==> config.mk <==
export PLATFORM = sky130hd
export DESIGN_NAME = button_gesture_flat
export DESIGN_NICKNAME = d
export VERILOG_FILES = /design/src/rtl/button_gesture_if.sv /design/src/rtl/button_gesture.sv /design/src/flat_wrapper.sv
export SDC_FILE = /design/constraint.sdc
export NUM_CORES = 1
export LEC_CHECK = 0
export CORE_MARGIN = 3
export CORE_UTILIZATION = 25
export CTS_CLUSTER_DIAMETER = 50
export DETAILED_ROUTE_END_ITERATION = 7
export PLACE_DENSITY_LB_ADDON = 0.15
export SYNTH_ARGS = -nofsm -noshare
export SYNTH_HDL_FRONTEND = slang
export SYNTH_SLANG_ARGS = --single-unit
==> constraint.sdc <==
create_clock -name CLK -period 2.2 [get_ports CLK]
set_input_delay 0.44 -clock CLK [delete_from_list [all_inputs] [get_ports CLK]]
set_output_delay 0.44 -clock CLK [all_outputs]
set_load 0.005 [all_outputs]
==> src/rtl/button_gesture_if.sv <==
// Button gesture bus: debounced press/release pulses in, gesture pulses and
// last-gesture code out. `release` and `repeat` are reserved words, hence
// release_pulse / repeat_pulse.
interface button_gesture_if;
    logic       press;
    logic       release_pulse;
    logic       short_press;
    logic       long_press;
    logic       repeat_pulse;
    logic       double_press;
    logic       held;
    logic [1:0] last_code;

    // Debouncer / stimulus side
    modport master (
        output press, release_pulse,
        input  short_press, long_press, repeat_pulse, double_press, held, last_code
    );

    // Gesture classifier side
    modport slave (
        input  press, release_pulse,
        output short_press, long_press, repeat_pulse, double_press, held, last_code
    );
endinterface

==> src/rtl/button_gesture.sv <==
// Push-button gesture classifier: short press, long press with auto-repeat,
// double press. Timing runs off a ms tick from a cycle prescaler; both
// counters restart on every state change so each interval is exact.
module button_gesture #(
    parameter int TICK_CYCLES = 12000,
    parameter int LONG_MS     = 800,
    parameter int DOUBLE_MS   = 300,
    parameter int REPEAT_MS   = 150
) (
    input  logic              CLK,
    input  logic              RST_N,
    button_gesture_if.slave   bus
);

    localparam logic [1:0] CODE_SHORT  = 2'd1;
    localparam logic [1:0] CODE_LONG   = 2'd2;
    localparam logic [1:0] CODE_DOUBLE = 2'd3;

    typedef enum logic [2:0] {IDLE, PRESS1, LONG, WAIT2, PRESS2} state_t;

    state_t      state;
    logic [15:0] presc;
    logic [9:0]  ms;

    logic        short_q, long_q, repeat_q, double_q, held_q;
    logic [1:0]  code_q;

    logic        tick, press_evt, release_evt;
    logic        long_due, double_due, repeat_due;

    // Event decode; an interval expires on the tick that would bring the ms
    // count up to its limit, so the registered pulse lands exactly on time.
    always_comb begin
        tick        = (presc == 16'(TICK_CYCLES - 1));
        press_evt   = bus.press & ~bus.release_pulse;
        release_evt = bus.release_pulse & ~bus.press;
        long_due    = tick && (ms == 10'(LONG_MS - 1));
        double_due  = tick && (ms == 10'(DOUBLE_MS - 1));
        repeat_due  = tick && (ms == 10'(REPEAT_MS - 1));
    end

    // Gesture FSM with timers and registered outputs; a later counter clear
    // in a branch overrides the default advance.
    always_ff @(posedge CLK or negedge RST_N) begin
        if (!RST_N) begin
            state    <= IDLE;
            presc    <= '0;
            ms       <= '0;
            short_q  <= 1'b0;
            long_q   <= 1'b0;
            repeat_q <= 1'b0;
            double_q <= 1'b0;
            held_q   <= 1'b0;
            code_q   <= '0;
        end else begin
            short_q  <= 1'b0;
            long_q   <= 1'b0;
            repeat_q <= 1'b0;
            double_q <= 1'b0;

            if (tick) begin
                presc <= '0;
                ms    <= ms + 10'd1;
            end else begin
                presc <= presc + 16'd1;
            end

            case (state)
                IDLE: begin
                    presc <= '0;
                    ms    <= '0;
                    if (press_evt) begin
                        state  <= PRESS1;
                        held_q <= 1'b1;
                    end
                end
                PRESS1: begin
                    // Release beats a coincident long-press expiry
                    if (release_evt) begin
                        state  <= WAIT2;
                        held_q <= 1'b0;
                        presc  <= '0;
                        ms     <= '0;
                    end else if (long_due) begin
                        state  <= LONG;
                        long_q <= 1'b1;
                        code_q <= CODE_LONG;
                        presc  <= '0;
                        ms     <= '0;
                    end
                end
                LONG: begin
                    if (release_evt) begin
                        state  <= IDLE;
                        held_q <= 1'b0;
                        presc  <= '0;
                        ms     <= '0;
                    end else if (repeat_due) begin
                        repeat_q <= 1'b1;
                        presc    <= '0;
                        ms       <= '0;
                    end
                end
                WAIT2: begin
                    // Second press beats a coincident double-window expiry
                    if (press_evt) begin
                        state    <= PRESS2;
                        held_q   <= 1'b1;
                        double_q <= 1'b1;
                        code_q   <= CODE_DOUBLE;
                        presc    <= '0;
                        ms       <= '0;
                    end else if (double_due) begin
                        state   <= IDLE;
                        short_q <= 1'b1;
                        code_q  <= CODE_SHORT;
                        presc   <= '0;
                        ms      <= '0;
                    end
                end
                PRESS2: begin
                    if (release_evt) begin
                        state  <= IDLE;
                        held_q <= 1'b0;
                        presc  <= '0;
                        ms     <= '0;
                    end
                end
                default: begin
                    state  <= IDLE;
                    held_q <= 1'b0;
                    presc  <= '0;
                    ms     <= '0;
                end
            endcase
        end
    end

    assign bus.short_press  = short_q;
    assign bus.long_press   = long_q;
    assign bus.repeat_pulse = repeat_q;
    assign bus.double_press = double_q;
    assign bus.held         = held_q;
    assign bus.last_code    = code_q;

endmodule
==> src/flat_wrapper.sv <==
// flat-port wrapper written by rule: the top's interface ports become plain ports
module button_gesture_flat 
#(
    parameter int TICK_CYCLES = 12000,
    parameter int LONG_MS     = 800,
    parameter int DOUBLE_MS   = 300,
    parameter int REPEAT_MS   = 150
)
  (CLK, RST_N, bus_press, bus_release_pulse, bus_short_press, bus_long_press, bus_repeat_pulse, bus_double_press, bus_held, bus_last_code);
  button_gesture_if bus_i ();
  input  logic CLK;
  input  logic RST_N;
  input wire logic [$bits(bus_i.press)-1:0] bus_press;
  input wire logic [$bits(bus_i.release_pulse)-1:0] bus_release_pulse;
  output wire logic [$bits(bus_i.short_press)-1:0] bus_short_press;
  output wire logic [$bits(bus_i.long_press)-1:0] bus_long_press;
  output wire logic [$bits(bus_i.repeat_pulse)-1:0] bus_repeat_pulse;
  output wire logic [$bits(bus_i.double_press)-1:0] bus_double_press;
  output wire logic [$bits(bus_i.held)-1:0] bus_held;
  output wire logic [$bits(bus_i.last_code)-1:0] bus_last_code;
  assign bus_i.press = bus_press;
  assign bus_i.release_pulse = bus_release_pulse;
  assign bus_short_press = bus_i.short_press;
  assign bus_long_press = bus_i.long_press;
  assign bus_repeat_pulse = bus_i.repeat_pulse;
  assign bus_double_press = bus_i.double_press;
  assign bus_held = bus_i.held;
  assign bus_last_code = bus_i.last_code;
  button_gesture #(.TICK_CYCLES(TICK_CYCLES), .LONG_MS(LONG_MS), .DOUBLE_MS(DOUBLE_MS), .REPEAT_MS(REPEAT_MS)) u_core (.CLK(CLK), .RST_N(RST_N), .bus(bus_i));
endmodule
# ---- Word-level counts from Yosys, hierarchy flattened
# Index checks and enable logic that the tools add are counted.
dict set report op_classes {
  n_bitwise 4
  add_sub_neg 2
  muxes 44
  reduce_logical 11
  eq_ne 16
}
# operator n
set ops {}
lappend ops {{2-to-1 mux 16 bit} 8}
lappend ops {{2-to-1 mux 10 bit} 8}
lappend ops {{one-hot mux 16 bit (4 select lines)} 1}
lappend ops {{one-hot mux 10 bit (4 select lines)} 1}
lappend ops {{2-to-1 mux 3 bit} 6}
lappend ops {{adder 16 x 1 -> 16 bit, second input constant} 1}
lappend ops {{equality test 16 x 14 -> 1 bit, second input constant} 1}
lappend ops {{2-to-1 mux 1 bit} 13}
lappend ops {{one-hot mux 3 bit (4 select lines)} 1}
lappend ops {{adder 10 x 1 -> 10 bit, second input constant} 1}
lappend ops {{equality test 10 bit, second input constant} 1}
lappend ops {{equality test 10 x 8 -> 1 bit, second input constant} 1}
lappend ops {{equality test 10 x 9 -> 1 bit, second input constant} 1}
lappend ops {{!= test 2 x 1 -> 1 bit, second input constant} 5}
lappend ops {{2-to-1 mux 2 bit} 4}
lappend ops {{AND reduction 4 bit} 2}
lappend ops {{equality test 3 x 2 -> 1 bit, second input constant} 2}
lappend ops {{!= test 3 x 1 -> 1 bit, second input constant} 2}
lappend ops {{one-hot mux 2 bit (2 select lines)} 1}
lappend ops {{OR reduction 2 bit} 2}
lappend ops {{equality test 3 x 1 -> 1 bit, second input constant} 1}
lappend ops {{equality test 3 bit, second input constant} 1}
lappend ops {{logical AND 1 bit} 3}
lappend ops {{zero test 3 bit} 1}
lappend ops {{7 further kinds} 9}
dict set report word_totals {
  out_inout_bits 7
  regBits 36
  word_cells 86
  inputBits 4
}

# ---- Logic depth before layout (Yosys ltp)
# Gate-level depths: netlist of run 1.
dict set report depth {
  word_depth 5
  ltp_mapped 8
  ltp_nobuf 7
}

# ---- Worst setup path before layout of run 1
# OpenSTA, ideal clock, no wires.
dict set report synth_timing {
  kind {register -> register}
  start {register u_core.presc[0]}
  end {register u_core.ms[0]}
  setup_time_ns 0.140
  t_required_ns 2.060
  synth_period_minus_slack_ns 1.866
  stages_incl_launch_ff 8
  arrival_ns 1.726
  slack_ns 0.334
  cell_sequence {dfrtp_1 ha_1 and4_4 buf_6 and2_4 a32oi_2 nor4_4 nor2_1}
}
dict set report synth_via {
  elab_chain_len 5
}
# item line_no
set synth_rtl {}
lappend synth_rtl {{from (decl)} button_gesture.sv:22} ;# logic [15:0] presc;
lappend synth_rtl {{from (signal assigned)} button_gesture.sv:65} ;# presc <= presc + 16'd1;
lappend synth_rtl {{equality test 16 x 14 -> 1 bit (*)} button_gesture.sv:34} ;# tick = (presc == 16'(TICK_CYCLES - 1));
lappend synth_rtl {{2-to-1 mux 10 bit, or another cell as far along} button_gesture.sv:61} ;# if (tick) begin
lappend synth_rtl {{2-to-1 mux 10 bit (on tied branches)} {button_gesture.sv:113, button_gesture.sv:84, button_gesture.sv:98}}
lappend synth_rtl {{2-to-1 mux 10 bit (on tied branches)} {button_gesture.sv:106, button_gesture.sv:79, button_gesture.sv:93}}
lappend synth_rtl {{one-hot mux 10 bit (4 select lines) (*)} button_gesture.sv:68} ;# case (state)
lappend synth_rtl {{to (signal assigned)} button_gesture.sv:63} ;# ms <= ms + 10'd1;
lappend synth_rtl {{to (decl)} button_gesture.sv:23} ;# logic [9:0] ms;
# Mark *: on every way between the ends. The rest lies on a longest branch, timed or not.
# A chain may end at the register's enable or synchronous reset.

# ---- Worst setup path after layout of run 1
dict set report layout_timing {
  start {input bus_release_pulse}
  end {register u_core.ms[1]}
}
dict set report layout_via {
  elab_chain_len 4
}
# item line_no
set layout_rtl {}
lappend layout_rtl {{from (decl)} flat_wrapper.sv:14} ;# input wire logic [$bits(bus_i.release_pulse)-1:0] bus_release_pulse;
lappend layout_rtl {{inverter 1 bit} button_gesture.sv:35} ;# press_evt = bus.press & ~bus.release_pulse;
lappend layout_rtl {{AND 1 bit} button_gesture.sv:35}
lappend layout_rtl {{2-to-1 mux 10 bit} button_gesture.sv:106} ;# if (press_evt) begin
lappend layout_rtl {{one-hot mux 10 bit (4 select lines) (*)} button_gesture.sv:68}
# Marks and branches as above.

==> results of run 1 <==
registers in the layout, summed over array words and instances (netlist names):
signal                   count
u_core.bus.short_press       1
u_core.state                 3
u_core.bus.repeat_pulse      1
u_core.bus.last_code         2
u_core.ms                   10
u_core.bus.held              1
u_core.bus.double_press      1
u_core.presc                16
u_core.bus.long_press        1
cells in the final DEF (no fill, tap or decap), drive strengths merged, types with 3 or more instances in the layout:
cell | netlist | layout
nand4 | 9 | 9
and4bb | 4 | 4
o21ai | 4 | 4
nor2 | 41 | 41
nand2b | 4 | 4
xor2 | 9 | 9
ha | 3 | 3
dfrtp | 36 | 36
and3 | 4 | 4
inv | 5 | 5
buf | 7 | 18
nand3 | 6 | 6
clkdlybuf4s50 | 0 | 9
xnor2 | 15 | 15
clkbuf | 0 | 8
nor3 | 8 | 8
nor4 | 6 | 6
nand2 | 13 | 13
and2 | 4 | 4
or2 | 3 | 3
critical path: cells and delay by family:
family,cells,cell delay (ns)
buffers and inverters,2,0.59
AND/OR/NAND/NOR,3,0.71
AO/OA/AOI/OAI,2,0.42
layer usage:
layer	share of wire, %	global-route usage (%)	routed length, um
met3	2.6	2.67	115
met2	44	15.1	1920
met4	1.1	2.92	48
met1	52	14.0	2300
met5	0	0	0
stage by stage:
stage | setup TNS, ns | cells
3_5_place_dp | -0.704 | 329
2_1_floorplan | 0 | 207
6_report | 0 | 337
3_3_place_gp | -0.0952 | 329
5_1_grt | 0 | 337
4_1_cts | 0 | 337
Yosys cell counts (3+ instances only):
cell	number
dfrtp_1	36
nand2b_1	4
xor2_1	9
xnor2_1	15
nand4_1	9
buf_2	3
nand2_1	13
and4bb_2	4
nor2_1	40
ha_1	3
nor4_1	4
nand3_1	6
o21ai_0	4
inv_1	4
nor3_1	8
worst min-delay path by stage:
stage | startpoint | endpoint | slack, ns
after floorplan | RST_N | u_core.bus.double_press | 0.14
after global placement | RST_N | u_core.presc[3] | 0.35
after detailed placement | RST_N | u_core.presc[3] | 0.35
after CTS | RST_N | u_core.presc[12] | 0.04
after global routing | RST_N | u_core.presc[10] | 0.04
final | RST_N | u_core.presc[12] | 0.04
power breakdown:
part	switching, uW	total [uW]	internal [uW]
registers	66.2	786	719
clock network	233	489	256
logic	321	672	351
total	621	1950	1330
cells by family after synthesis:
| group | after synthesis | share of synthesized area [%] |
|---|---|---|
| AOI/OAI and AO/OA | 15 | 6.38 |
| xor gates and xnor gates | 24 | 10.2 |
| adders and majority gates | 3 | 1.82 |
| buffers and inverters | 12 | 3.46 |
| DFF | 36 | 43.7 |
| muxes | 1 | 0.486 |
| and+or+nand+nor | 116 | 33.9 |
final cells by class:
class	instances	area, sq um	share of cell area [%]
flip-flops and latches	36	901	36.6
multi-input cells	159	1090	44.2
clock buffers	8	90.1	3.66
well taps	102	128	5.19
repair buffers	27	235	9.56
inverters	5	18.8	0.763
==> impl_summary.log, run 1 <==
INFO  metric finish.utilization = 31.3%
INFO  metric number_of_hold_buffers_added_after_cts = 0
INFO  metric yosys_warnings = 0
INFO  metric placeableCoreArea = 7850 sq um
INFO  metric diodes = 0
INFO  metric origin_of_the_critical_flop_to_flop_path = u_core.state[2]
INFO  metric cap_viol_max_count = 0
INFO  metric final_antenna_net_count = 0
INFO  metric status = completed
INFO  metric globalplace.congestion = 0.789
INFO  metric slew_headroom = 73.9%
INFO  metric finalSetupViolCount = 0
INFO  metric setup.reg_to_reg.worst_slack = 0.23 ns
INFO  metric numCtsBuffers = 5
INFO  metric dpl_cell_area = 2370 sq um
INFO  metric wl_cell = 13.0 um
INFO  metric die_width = 96.8 um
INFO  metric std_cell_rows = 32
INFO  metric layout.filler_cells = 843
INFO  metric synth-edff-count = 0
INFO  metric timing.final.crit_share = 89.6%
INFO  metric drt_first_pass_iters = 4
INFO  metric initial_core_util = 26.2%
INFO  metric mappedNetlistNets = 214
INFO  metric placement.setup.worst_slack = -0.0592 ns
INFO  metric fp.dieArea = 9360 sq um
INFO  metric postSynthAreaPerCell = 9.95 sq um
INFO  metric track_usage = 10.0%
INFO  metric via_per_inst = 4.46
INFO  metric cts.repair.resized = 0
INFO  metric dominantRegCellSynth = dfrtp_1
INFO  metric io_buffer_count = 10
INFO  metric antenna_violations_before_repair = 0
INFO  metric grt-ovfl-total = 0
INFO  metric arrival = 2.18 ns
INFO  metric crit_path_start_kind = input port
INFO  metric grt_pass1_vias = 1577
INFO  metric power-per-cell-area = 791 nW/um^2
INFO  metric ys_seq_elements = 36
INFO  metric cts.sink_count = 36
INFO  metric slowest_cp_cell = or4_1
INFO  metric timing.hold.worst.class = in2async
INFO  metric grt_start_max_net_pins = 16
INFO  metric syn-cell-area = 2060 sq um
INFO  metric clock-skew-final = 0.00571 ns
INFO  metric timing.critical_path.to = u_core.ms[1]
INFO  metric cts_buffer_depth = 2
INFO  metric cts.reportedPaths.clkPinSlew = 0.07 ns
INFO  metric dpl.hpwl = 3200 um
INFO  metric crit_path_max_fanout = 10
INFO  metric layout.cell_area.non_filler = 2460 sq um
INFO  metric htree_num_levels = 2
INFO  metric yosys.area.top_type = dfrtp_1
INFO  metric rr_endpoint = u_core.ms[1]
INFO  metric ys_async_sr_fraction = 100%
INFO  metric route.final.wire_length = 4380 um
INFO  metric path_class = in2reg
INFO  metric critPathRequiredTime = 2.40 ns
INFO  metric die_height = 96.8 um
INFO  metric cts_post_setup_buffers_inserted = 0
INFO  metric ys_seq_area_share = 43.7%
INFO  metric worstSetupStartpoint = bus_release_pulse
INFO  metric tritoncts = done
INFO  metric timing.final.crit_period = 1.97 ns
INFO  metric totalPowerFinal = 1950 uW
INFO  metric timing.hold.ws = 0.0354 ns
INFO  metric detail_route.iter0.violations = 61
INFO  metric maxClockFrequency = 0.507 GHz
INFO  metric ios = 11
INFO  metric hold_viol_final = 0
INFO  metric cp_slowest_stage_delay = 0.47 ns
INFO  metric ctsRootBufferMaster = clkbuf_8
INFO  metric grt_first_pass_wirelength = 7740 um
INFO  metric total_leakage_power = 0.00100 uW
INFO  metric worstMarginPinSlew = 0.391 ns
INFO  metric count_of_nets_after_finishing = 241
INFO  metric max-vdd-ir-drop = 0.000372 V
INFO  metric reg2reg_depth = 6
INFO  metric insertion_delay = 0.28 ns
INFO  metric netlist.area_leader.share = 43.7%
INFO  metric final_critical_path_setup_slack = 0.228 ns
INFO  metric end_kind = flop
INFO  metric area_growth = 19.4%
INFO  metric drt_drc_violations_left = 0
INFO  metric final-max-slew-violation-count = 0
INFO  metric syn-instance-count = 207
INFO  metric layout-drive-gt1-share = 20.4%
INFO  metric synth_area_leaders = dfrtp_1 44%, nor2_1 7.3%, xnor2_1 6.4%
INFO  metric vias = 1503
INFO  metric netlist-cell-type-count = 50
INFO  metric crit_path_cell_trace = clkdlybuf4s50_1 > nor2b_1 > or4_1 > a41oi_2 > nor4_4 > buf_4 > a211oi_2
INFO  metric grt_setup_unrepaired = false
Note: power is estimated with default switching activity, not from simulation.
==> run 2, diff against run 1 <==
Settings changed: CORE_MARGIN 3 to 4.
==> impl_summary.log, run 2 (synthesis gave the netlist of run 1 again) <==
INFO  metric largest_register = u_core.presc
INFO  metric tritoncts = done
INFO  metric slowest_cp_cell = dfrtp_1
INFO  metric area_growth = 18.8%
INFO  metric placement.setup.worst_slack = -0.108 ns (-0.0489 ns)
INFO  metric worstMarginPinSlew = 0.407 ns (+0.0161 ns)
INFO  metric antenna_violations_before_repair = 0 (unchanged)
INFO  metric timing.final.crit_share = 90.8% (+1.2 points)
INFO  metric std_cell_rows = 32 (unchanged)
INFO  metric crit_path_max_fanout = 10 (unchanged)
INFO  metric combPwrFrac = 31.5% (-3.0 points)
INFO  metric timing.final.crit_period = 2.00 ns (+0.0261 ns)
INFO  metric met3_length = 120 um (+4.3%)
INFO  metric fp.dieArea = 9750 sq um (+4.2%)
INFO  metric most-common-layout-cells = 40 x nor2_1, 36 x dfrtp_1, 17 x buf_4
INFO  metric diodes = 0 (unchanged)
INFO  metric crit_path_cell_trace = ha_1 > and4_4 > buf_4 > and2_4 > a32oi_2 > nor4_4 > buf_4 > nor2_1
INFO  metric insertion_delay = 0.28 ns (about the same)
INFO  metric dpl.hpwl = 3220 um (+0.54%)
INFO  metric final_antenna_net_count = 0 (unchanged)
INFO  metric slew_headroom = 72.8% (-1.1 points)
INFO  metric timing.hold.worst.class = in2async
INFO  metric count_of_nets_after_finishing = 241 (unchanged)
INFO  metric detail_route.iter0.violations = 54 (-11%)
INFO  metric placeableCoreArea = 7890 sq um (+0.51%)
INFO  metric swShare = 31.9% (+0.042 points)
INFO  metric amount_of_wire_on_met2_after_detailed_routing = 1960 um (+2.0%)
INFO  metric critPathRequiredTime = 2.37 ns (-0.03 ns)
INFO  metric net-switching-power = 597 uW (-3.7%)
INFO  metric grt_start_max_net_pins = 16 (unchanged)
INFO  metric dp_cells = 329 (unchanged)
INFO  metric die_height = 98.8 um (+2.1%)
INFO  metric status = completed
INFO  metric grt_pass1_vias = 1520 (-3.6%)
INFO  metric sequentialPowerShare = 42.7% (+2.3 points)
INFO  metric p_int = 1270 uW (-3.9%)
INFO  metric worstSetupStartpoint = u_core.presc[0]
INFO  metric totalPowerFinal = 1870 uW (-3.9%)
INFO  metric drt_drc_violations_left = 0 (unchanged)
INFO  metric cts.repair.resized = 0 (unchanged)
INFO  metric cp.buffers_inverters = 2 (unchanged)
INFO  metric io_buffer_count = 10 (unchanged)
INFO  metric layout_commonest_cell = nor2_1
INFO  metric grt_setup_unrepaired = false
INFO  metric total_leakage_power = 0.000998 uW (-0.47%)
INFO  metric layout-drive-gt1-share = 20.4% (unchanged)
INFO  metric layout.filler_cells = 822 (-2.5%)
INFO  metric largest_register_ffs = 16 (unchanged)
INFO  metric ios = 11 (unchanged)
INFO  metric initial_core_util = 26.1% (-0.13 points)
INFO  metric end_kind = flop
INFO  metric cts_buffer_depth = 2 (unchanged)
INFO  metric finalSetupTns = 0 ns (unchanged)
INFO  metric grt_first_pass_wirelength = 7400 um (-4.5%)
INFO  metric crit_path_start_kind = flop
INFO  metric final_critical_path_setup_slack = 0.202 ns (-0.0261 ns)
INFO  metric cts.sink_count = 36 (unchanged)
INFO  metric numCtsBuffers = 5 (unchanged)
INFO  metric power-per-cell-area = 765 nW/um^2 (-3.4%)
INFO  metric finalNonFillerCells = 337 (unchanged)
INFO  metric finalSetupViolCount = 0 (unchanged)
INFO  metric final-max-slew-violation-count = 0 (unchanged)
INFO  metric maxClockFrequency = 0.500 GHz (-1.3%)
INFO  metric path_common_cell = buf_4
INFO  metric cap_viol_max_count = 0 (unchanged)
INFO  metric via_per_inst = 4.52 (+1.3%)
INFO  metric origin_of_the_critical_flop_to_flop_path = u_core.presc[0]
INFO  metric arrival = 2.17 ns (about the same)
INFO  metric globalplace.congestion = 0.758 (-3.9%)
INFO  metric critical_path.top_delay_family = simple AND/OR/NAND/NOR gates
INFO  metric cp_slowest_stage_delay = 0.39 ns (-0.08 ns)
INFO  metric track_usage = 9.24% (-0.77 points)
INFO  metric grt-ovfl-total = 0 (unchanged)
INFO  metric cts_post_setup_buffers_inserted = 0 (unchanged)
INFO  metric clock-skew-final = 0.00387 ns (-0.00184 ns)
INFO  metric route.final.wire_length = 4290 um (-2.2%)
INFO  metric maxUsedRoutingLayer = met4
INFO  metric hold_viol_final = 0 (unchanged)
INFO  metric wl_cell = 12.7 um (-2.2%)
INFO  metric ctsRootBufferMaster = clkbuf_8
INFO  metric clkPwrFrac = 25.8% (+0.7 points)
INFO  metric number_of_hold_buffers_added_after_cts = 0 (unchanged)
INFO  metric die_width = 98.8 um (+2.1%)
INFO  metric drt_first_pass_iters = 4 (unchanged)
INFO  metric htree_num_levels = 2 (unchanged)
INFO  metric cts.reportedPaths.clkPinSlew = 0.07 ns (about the same)
INFO  metric path_class = reg2reg
INFO  metric vias = 1523 (+1.3%)
INFO  metric max-vdd-ir-drop = 0.000375 V (+0.91%)
INFO  metric timing.hold.ws = 0.0382 ns (+0.00280 ns)
INFO  metric top_regs = u_core.presc x16, u_core.ms x10, u_core.state x3
INFO  metric drt-met1-wl = 2160 um (-6.0%)
[run 2: cell count changes in the layout (fill, tap and decap cells not counted)]
cell | previous run | this run
buf_12 | 1 | 0
buf_4 | 16 | 17
[run 2: worst paths after layout]
check	end	slack (ns)	cells after the start
setup / recovery	u_core.ms[9]	0.20	8
min in group CLK	u_core.presc[0]	0.48	1
hold reg to reg	u_core.presc[0]	0.48	1
hold / removal	u_core.presc[3]	0.04	1
setup reg to reg	u_core.ms[9]	0.20	8
max in group asynchronous	u_core.bus.repeat_pulse	1.68	2
[run 2: power groups by stage]
stage / Sequential [uW] / Clock [uW] / Combinational (uW)
floorplan: 769 / 0 / 436
global placement: 816 / 0 / 605
detailed placement: 811 / 0 / 601
CTS: 798 / 513 / 604
global route: 810 / 530 / 655
finish: 800 / 483 / 589
[run 2: metrics by stage]
stage,utilization [%],cell area (sq um)
after floorplan,-,2060
after global placement,29.9,2360
after detailed placement,29.9,2360
after CTS,31.0,2450
after global routing,31.0,2450
final,31.0,2450
[run 2: area by class of cell]
cell class                      count  area (sq um)  area share [%]
Sequential cell                    36           901            36.8
Clock buffer                        8          90.1            3.68
Multi-Input combinational cell    159          1090            44.4
Timing Repair Buffer               27           223            9.10
Tap cell                          102           128            5.21
Inverter                            5          18.8           0.767
[run 2: layer usage]
metal  GRT usage [%]  up-vias
met2            14.7       18
met1            12.5      718
li1                -      782
met3            2.34        5
met4            2.52        0
met5               0        -
==> run 3, diff against run 2 <==
Settings changed: CORE_MARGIN 4 to default.
Clock period 2.2 ns to 1.95 ns, I/O delays scaled along.
==> impl_summary.log, run 3 (synthesis gave the netlist of run 1 again) <==
INFO  metric status = completed
INFO  metric total_leakage_power = 0.00111 uW (+11%)
INFO  metric slew_headroom = 78.1% (+5.2 points)
INFO  metric die_height = 92.8 um (-6.1%)
INFO  metric ios = 11 (unchanged)
INFO  metric rr_endpoint = u_core.ms[2]
INFO  metric dpl_cell_area = 2460 sq um (+4.6%)
INFO  metric setup.reg_to_reg.worst_slack = 0.1 ns (-0.10 ns)
INFO  metric vias = 1547 (+1.6%)
INFO  metric max-vdd-ir-drop = 0.000485 V (+29%)
INFO  metric finalNonFillerCells = 348 (+3.3%)
INFO  metric largest_register_ffs = 16 (unchanged)
INFO  metric reg2reg_depth = 6 (-2)
INFO  metric clkPwrFrac = 29.3% (+3.5 points)
INFO  metric ctsRootBufferMaster = clkbuf_8
INFO  metric std_cell_rows = 32 (unchanged)
INFO  metric io_buffer_count = 10 (unchanged)
INFO  metric grt_pass1_vias = 1531 (+0.72%)
INFO  metric finish.utilization = 33.8% (+2.8 points)
INFO  metric area_growth = 28.7%
INFO  metric layout-drive-gt1-share = 26.8% (+6.4 points)
INFO  metric grt_first_pass_wirelength = 7560 um (+2.1%)
INFO  metric timing.final.crit_share = 95.0% (+4.2 points)
INFO  metric tritoncts = done
INFO  metric drt_drc_violations_left = 0 (unchanged)
INFO  metric route.final.wire_length = 4430 um (+3.2%)
INFO  metric diodes = 0 (unchanged)
INFO  metric worstMarginPinSlew = 0.329 ns (-0.0779 ns)
INFO  metric critPathRequiredTime = 2.13 ns (-0.24 ns)
INFO  metric placeableCoreArea = 7850 sq um (-0.51%)
INFO  metric via_per_inst = 4.45 (-1.6%)
INFO  metric insertion_delay = 0.29 ns (about the same)
INFO  metric maxClockFrequency = 0.540 GHz (+7.9%)
INFO  metric crit_path_max_fanout = 6 (-4)
INFO  metric p_int = 1740 uW (+36%)
INFO  metric clock-skew-final = 0.00588 ns (+0.00201 ns)
INFO  metric htree_num_levels = 2 (unchanged)
INFO  metric net-switching-power = 743 uW (+24%)
INFO  metric numCtsBuffers = 5 (unchanged)
INFO  metric drt_first_pass_iters = 4 (unchanged)
INFO  metric most-common-layout-cells = 40 x nor2_1, 35 x dfrtp_1, 26 x buf_4
INFO  metric hold_viol_final = 0 (unchanged)
INFO  metric origin_of_the_critical_flop_to_flop_path = u_core.ms[2]
INFO  metric dpl.hpwl = 3180 um (-1.3%)
INFO  metric grt-ovfl-total = 0 (unchanged)
INFO  metric count_of_nets_after_finishing = 252 (+4.6%)
INFO  metric antenna_violations_before_repair = 0 (unchanged)
INFO  metric path_class = reg2reg
INFO  metric grt_start_max_net_pins = 37 (+21)
INFO  metric power-per-cell-area = 935 nW/um^2 (+22%)
INFO  metric die_width = 92.8 um (-6.1%)
INFO  metric grt_setup_unrepaired = false
INFO  metric worstSetupStartpoint = u_core.ms[2]
INFO  metric top_regs = u_core.presc x16, u_core.ms x10, u_core.state x3
INFO  metric final-max-slew-violation-count = 0 (unchanged)
INFO  metric timing.hold.worst.class = in2async
INFO  metric fp.dieArea = 8600 sq um (-12%)
INFO  metric crit_path_start_kind = flop
INFO  metric cts_post_setup_buffers_inserted = 0 (unchanged)
INFO  metric wl_cell = 12.7 um (about the same)
INFO  metric track_usage = 11.4% (+2.2 points)
INFO  metric cts.reportedPaths.clkPinSlew = 0.07 ns (about the same)
INFO  metric combPwrFrac = 35.5% (+4.0 points)
INFO  metric cap_viol_max_count = 0 (unchanged)
INFO  metric cts.sink_count = 36 (unchanged)
INFO  metric end_kind = flop
INFO  metric initial_core_util = 26.2% (+0.13 points)
INFO  metric cts_buffer_depth = 2 (unchanged)
INFO  metric largest_register = u_core.presc
INFO  metric swShare = 29.9% (-2.0 points)
INFO  metric globalplace.congestion = 0.717 (-5.4%)
INFO  metric layout.cell_area.non_filler = 2650 sq um (+8.3%)
INFO  metric number_of_hold_buffers_added_after_cts = 0 (unchanged)
INFO  metric detail_route.iter0.violations = 61 (+13%)
INFO  metric arrival = 2.03 ns (-0.14 ns)
INFO  metric sequentialPowerShare = 35.3% (-7.4 points)
INFO  metric timing.final.crit_period = 1.85 ns (-0.146 ns)
INFO  metric placement.setup.worst_slack = -0.301 ns (-0.193 ns)
INFO  metric finalSetupViolCount = 0 (unchanged)
INFO  metric dp_cells = 340 (+3.3%)
INFO  metric layout_commonest_cell = nor2_1
INFO  metric final_critical_path_setup_slack = 0.0978 ns (-0.104 ns)
INFO  metric final_antenna_net_count = 0 (unchanged)
-- run 3: worst max-delay path by stage --
stage,end,slack [ns],depth (start not counted)
6_report,u_core.ms[2],0.1,6
2_1_floorplan,u_core.ms[0],0.08,7
4_1_cts,u_core.ms[1],0.04,7
3_3_place_gp,u_core.ms[3],-0.25,7
5_1_grt,u_core.ms[0],0.02,8
3_5_place_dp,u_core.ms[1],-0.30,7
-- run 3: cell type report --
type                            instances  area, sq um
Tap cell                              102          128
Multi-Input combinational cell        159         1140
Clock inverter                          1         30.0
Clock buffer                            7         96.3
Sequential cell                        36          902
Inverter                                5         18.8
Timing Repair Buffer                   38          335
Fill cell                             821         5200
-- run 3: metal layers --
layer | routed length [um] | GRT usage [%]
met5 | 0 | 0
met4 | 36 | 3.08
met3 | 94 | 2.71
met2 | 1990 | 17.0
met1 | 2310 | 16.4
-- run 3: power by group through the flow --
stage	Combinational [uW]	Clock [uW]	Sequential, uW
after floorplan	492	0	868
after global placement	851	0	890
after detailed placement	848	0	884
after CTS	850	757	871
after global routing	970	777	887
final	879	726	875
-- run 3: timing repair --
action / 4_1_cts / 5_1_grt
gates resized for setup: 1 / 12
pin swaps: 0 / 1
endpoints found under the hold margin: 0 / 0
endpoints found under the setup margin: 3 / 26
-- run 3: worst max-delay path, cell delays in order (launching register included) --
cell and delay [ns]:
dfrtp_1 0.46, nor4b_4 0.33, and4bb_2 0.31, o22ai_4 0.09, nor4_4 0.31, buf_4 0.20, nor2_1 0.05
-- run 3: metrics by stage --
step	hold slack [ns]	setup TNS [ns]	power, uW
3_3_place_gp	0.372	-6.25	1740
2_1_floorplan	0.0944	0	1360
3_5_place_dp	0.373	-7.55	1730
6_report	0.0480	0	2480
4_1_cts	0.0514	0	2480
5_1_grt	0.0558	0	2630
==> RTL edit 1 (settings of run 1) <==
The 5 states of `state_t` get a one-hot encoding in 5 bits.
--- a/src/rtl/button_gesture.sv
+++ b/src/rtl/button_gesture.sv
@@ -17,5 +17,5 @@
     localparam logic [1:0] CODE_DOUBLE = 2'd3;
 
-    typedef enum logic [2:0] {IDLE, PRESS1, LONG, WAIT2, PRESS2} state_t;
+    typedef enum logic [4:0] {IDLE = 5'b00001, PRESS1 = 5'b00010, LONG = 5'b00100, WAIT2 = 5'b01000, PRESS2 = 5'b10000} state_t;
 
     state_t      state;
Function: no difference found for any inputs over 10 cycles, from zero or initial values and one cycle with RST_N low; not proved beyond that.
==> RTL edit 1 against run 1 <==
Highest routed layer unchanged; area after synthesis rose by 2.4%; sequential cell count rose by 2; worst setup slack got worse by 0.15 ns; clock skew rose by 0.0060 ns; design area rose by 3.9%; routed wire length rose by 10%.
Power is not compared: it rests on default switching activity, and its combinational part moved more than twofold at a synthesized area within 25%.
==> RTL edit 1: results (changes against run 1) <==
[drt]
wl_per_cell_um=13.89  ; +6.8%
via_count=1654  ; +10%
met1_length_um=2371  ; +3.3%
route.met3.wl_um=204  ; +77%
drt_iter0_drc=55  ; -9.8%
met2_length_um=2244  ; +17%

[cts]
clk_latency_ns=0.30  ; +0.02 ns
clockBufferDepth=2  ; unchanged
cts_root_buf=clkbuf_8
clk_pin_slew_ns=0.09  ; +0.02 ns

[final_layout]
drive_gt1_share_pct=19.92  ; -0.51 points
synthToLayoutAreaGrowth_pct=21.25
layoutNonFillerInstCount=348  ; +3.3%
final_nets=252  ; +4.6%
top_regs=u_core.presc x16, u_core.ms x10, u_core.state x5
nFillCells=844  ; +0.12%

[sta]
fin_worst_skew_ns=0.01168  ; +0.005974 ns

[synth]
yosysUniqueCellTypes=48  ; -4.0%
syn_nets=221  ; +3.3%
synth_common_cells=dfrtp_1, nor2_1, nand2_1, xor2_1, nand3_1
syn_area_per_cell_um2=9.852  ; -0.98%
async_reset_ff_share_pct=100.0  ; unchanged
yosys-top-cells-area=dfrtp_1, xor2_1, nor2_1, xnor2_1, nand2_1
yosysSeqAreaShare_pct=45.16  ; +1.4 points

[placed_design]
gp_congestion=0.8160  ; +3.4%
placed_cell_area_um2=2454  ; +3.5%
post-place-ws_ns=0.002807  ; +0.06202 ns
dp_cells=340  ; +3.3%
io_buffers=10  ; unchanged

[worst_setup_path]
critPathMaxFanout=5  ; -5
crit-reg2reg-launch=u_core.presc[1]
timing.rr.end=u_core.ms[9]
rrSetupSlack_ns=0.08  ; -0.15 ns
critPathArrivalTime_ns=2.31  ; +0.13 ns

[status]
status=complete, no violations

[grt]
grt_pass1_wl_um=8273  ; +6.9%
grt_pass1_vias=1593  ; +1.0%
grtUsageTotal_pct=10.62  ; +0.60 points
grt_max_degree=21  ; +5

[pwr]
p_leak_nw=1.044

RTL edit 1: cell count changes after synthesis, moves of 3 or more:
cell and change:
nand2_1 +3, and4bb_2 -4, nand3_1 +4, xnor2_1 -7, nor2_1 -3, xor2_1 +7, buf_2 -3, a21oi_1 +3
RTL edit 1: repair_timing:
action                                  4_1_cts  5_1_grt
endpoints found under the setup margin        0       10
resized for setup                             0        4
buffers inserted                              0        0
hold endpoints to repair                      0        0
RTL edit 1: worst max path at each step:
| stage | end | startpoint | slack, ns |
|---|---|---|---|
| after floorplan | u_core.ms[0] | u_core.presc[0] | 0.09 |
| after global placement | u_core.bus.last_code[0] | bus_release_pulse | 0.04 |
| after detailed placement | u_core.bus.last_code[0] | bus_release_pulse | 0.003 |
| after CTS | u_core.ms[5] | u_core.ms[1] | 0.06 |
| after global routing | u_core.ms[2] | u_core.ms[1] | -0.001 |
| final | u_core.ms[9] | u_core.presc[1] | 0.08 |
RTL edit 1: power breakdown:
part           total [mW]  switching (mW)  internal (mW)  leakage, nW
clock network       0.485           0.265          0.220       0.0450
registers           0.769          0.0331          0.736        0.519
logic               0.282           0.156          0.126        0.480
RTL edit 1: worst max-delay path: stages (launching register included):
cell,delay (ns)
dfrtp_1,0.37
ha_1,0.19
nand4_2,0.24
or4_4,0.64
nor4_1,0.37
xnor2_1,0.16
nor2_1,0.05
RTL edit 1: cells by family (layout without fill, tap and decap cells):
logic type / Yosys count / in the layout / synth area share (%)
simple gates: 113 / 113 / 30.21
compound gates: 23 / 23 / 8.961
fa+ha+maj: 3 / 3 / 1.781
flops: 38 / 38 / 45.16
xor+xnor: 24 / 24 / 9.970
buf+inv: 13 / 45 / 3.917
RTL edit 1: layout make-up:
type	instances	area share (%)
Sequential cell	38	37.25
Clock inverter	2	0.3916
Tap cell	102	4.993
Clock buffer	6	2.839
Timing Repair Buffer	31	11.01
Inverter	6	0.8811
Multi-Input combinational cell	163	42.63
RTL edit 1: routing by layer:
metal  track usage [%]  vias up
met5                 0        -
met4             3.088        0
met3             2.571        2
met2             16.18       30
met1             14.95      808
li1                  -      814
RTL edit 1: through the flow:
| stage | hold slack (ns) | TNS, ns | power, mW |
|---|---|---|---|
| 5_1_grt | 0.1327 | -0.001234 | 1.629 |
| 3_5_place_dp | 0.4451 | 0 | 1.063 |
| 6_report | 0.1125 | 0 | 1.536 |
| 2_1_floorplan | 0.1444 | 0 | 0.9460 |
| 3_3_place_gp | 0.4403 | 0 | 1.066 |
| 4_1_cts | 0.1265 | 0 | 1.552 |
==> RTL edit 2 (config.mk and constraints of run 1) <==
Without the edit above. `TICK_CYCLES` is set to 12000 in 2 places; all go to 9000.
--- a/src/rtl/button_gesture.sv
+++ b/src/rtl/button_gesture.sv
@@ -3,5 +3,5 @@
 // counters restart on every state change so each interval is exact.
 module button_gesture #(
-    parameter int TICK_CYCLES = 12000,
+    parameter int TICK_CYCLES = 9000,
     parameter int LONG_MS     = 800,
     parameter int DOUBLE_MS   = 300,
--- a/src/flat_wrapper.sv
+++ b/src/flat_wrapper.sv
@@ -2,5 +2,5 @@
 module button_gesture_flat 
 #(
-    parameter int TICK_CYCLES = 12000,
+    parameter int TICK_CYCLES = 9000,
     parameter int LONG_MS     = 800,
     parameter int DOUBLE_MS   = 300,
Behaviour: no difference found for any inputs over 10 cycles, from zero or initial values and one cycle with RST_N low; that may be too few to reach the edited logic, so the function may still have changed.
==> RTL edit 2 against run 1 <==
Area after synthesis decreased by 5.7%; total power decreased by 7.4%; design area increased by 0.71%; worst setup slack got worse by 0.16 ns; die area decreased by 5.3%; fmax decreased by 7.7%; sequential cell count unchanged; routed wire length decreased by 1.5%; critical path type is now flop to flop; largest power group unchanged.
==> RTL edit 2: results (changes against run 1) <==
[placed_design]
io_buffers=10  ; unchanged
post-place-ws_ns=-0.002746  ; +0.05646 ns
gp_congestion=0.7042  ; -11%
dp_cells=328  ; -0.30%
dpl.hpwl_um=3072  ; -4.2%
placed_cell_area_um2=2307  ; -2.6%

[grt]
grt_pass1_vias=1505  ; -4.6%
antenna_found_initial=0  ; unchanged
grtUsageTotal_pct=10.58  ; +0.56 points
grt_max_degree=17  ; +1
grt_pass1_wl_um=7341  ; -5.2%

[status]
status=complete, no violations

[drt]
drt_first_pass_iters=4  ; unchanged
drt_iter0_drc=43  ; -30%
totalWireLength_um=4319  ; -1.5%
via_per_inst=4.518  ; +1.3%
wl_per_cell_um=12.70  ; -2.4%

[synth]
yosysSeqAreaShare_pct=46.36  ; +2.6 points
yosys-top-cells-area=dfrtp_1, xor2_1, nor2_1, xnor2_1, a21oi_1
yosysUniqueCellTypes=45  ; -10%
synth_common_cells=dfrtp_1, nor2_1, a21oi_1
syn_nets=209  ; -2.3%
async_reset_ff_share_pct=100.0  ; unchanged
syn_area_per_cell_um2=9.619  ; -3.3%
yosys_warnings=0  ; unchanged

[final_layout]
top_regs=u_core.presc x16, u_core.ms x10, u_core.state x3
antenna_cells=0  ; unchanged
drive_gt1_share_pct=21.99  ; +1.6 points
final_nets=247  ; +2.5%

[cts]
clk_pin_slew_ns=0.07  ; about the same
numCtsBuffers=5  ; unchanged
clk_latency_ns=0.28  ; about the same
cts_max_level=2  ; unchanged
clockBufferDepth=2  ; unchanged
cts_root_buf=clkbuf_8

[sta]
maxSlewHeadroom_pct=69.22  ; -4.7 points
fin_worst_skew_ns=0.004051  ; -0.001659 ns

[pwr]
peakVddDrop_uv=201.6  ; -46%
p_leak_nw=1.038  ; +3.5%

[worst_setup_path]
ff2ff_path_depth=6  ; unchanged
critPathMaxFanout=4  ; -6
crit-reg2reg-launch=u_core.presc[15]
rrSetupSlack_ns=0.06  ; -0.16 ns
timing.rr.end=u_core.bus.last_code[0]
setup.worst_path.start=u_core.presc[15]
critPathArrivalTime_ns=2.31  ; +0.13 ns

[worst_hold_path]
hold_path.class=input pin to asynchronous set/reset pin

[RTL edit 2: where the power goes]
part	leakage (nW)	switching, mW	total [mW]	internal (mW)
Clock	0.0510	0.235	0.485	0.250
Combinational	0.498	0.285	0.523	0.238
Sequential	0.489	0.0819	0.794	0.712
[RTL edit 2: worst max-delay path by stage]
stage                              end  slack, ns  cells past startpoint
6_report       u_core.bus.last_code[0]       0.06                      6
3_5_place_dp              u_core.ms[2]     -0.003                      7
3_3_place_gp              u_core.ms[9]     -0.005                      7
4_1_cts                   u_core.ms[2]      0.007                      7
5_1_grt        u_core.bus.last_code[0]      -0.01                      6
2_1_floorplan             u_core.ms[0]       0.18                      7
[RTL edit 2: layer usage]
metal | GRT usage, % | up-vias | share of wire, %
li1 | - | 786 | -
met1 | 14.55 | 722 | 51
met2 | 15.60 | 18 | 44
met3 | 2.003 | 10 | 2.1
met4 | 5.535 | 0 | 2.5
met5 | 0 | - | 0
[RTL edit 2: worst max-delay path, cell delays in order, from the launching register on]
cell	delay (ns)
dfrtp_1	0.42
nor4_4	0.38
nand4_4	0.15
or4_4	0.59
buf_6	0.14
o21a_1	0.15
o22a_1	0.19
[RTL edit 2: final cells by class]
cell class / count / area, um2
clock buffer: 6 / 82.58
clock inverter: 2 / 10.01
fill: 782 / 4931
inverter: 4 / 15.01
multi-input combinational: 154 / 1025
sequential: 36 / 900.9
tap: 99 / 123.9
timing repair buffer: 39 / 320.3
[RTL edit 2: per-stage QoR]
| step | hold WS, ns | total power, mW |
|---|---|---|
| 6_report | 0.03228 | 1.802 |
| 5_1_grt | 0.04436 | 1.947 |
| 4_1_cts | 0.03495 | 1.802 |
| 3_5_place_dp | 0.3550 | 1.295 |
| 3_3_place_gp | 0.3627 | 1.307 |
| 2_1_floorplan | 0.1444 | 1.106 |
[RTL edit 2: repair_timing]
action                                  4_1_cts  5_1_grt
endpoints found under the setup margin       10       10
gates cloned                                  0        1
gates resized for setup                       1        9
setup buffers                                 0        3
pin swaps                                     0        4
hold buffers                                  0        0
[RTL edit 2: cells by family after synthesis]
| group | after synthesis | share of synthesized area, % |
|---|---|---|
| XOR/XNOR | 24 | 10.82 |
| AO/OA/AOI/OAI | 28 | 8.693 |
| flip-flops | 36 | 46.36 |
| adder cells (fa/ha/maj) | 3 | 1.932 |
| AND/OR/NAND/NOR | 99 | 29.23 |
| buffers and inverters | 12 | 2.962 |
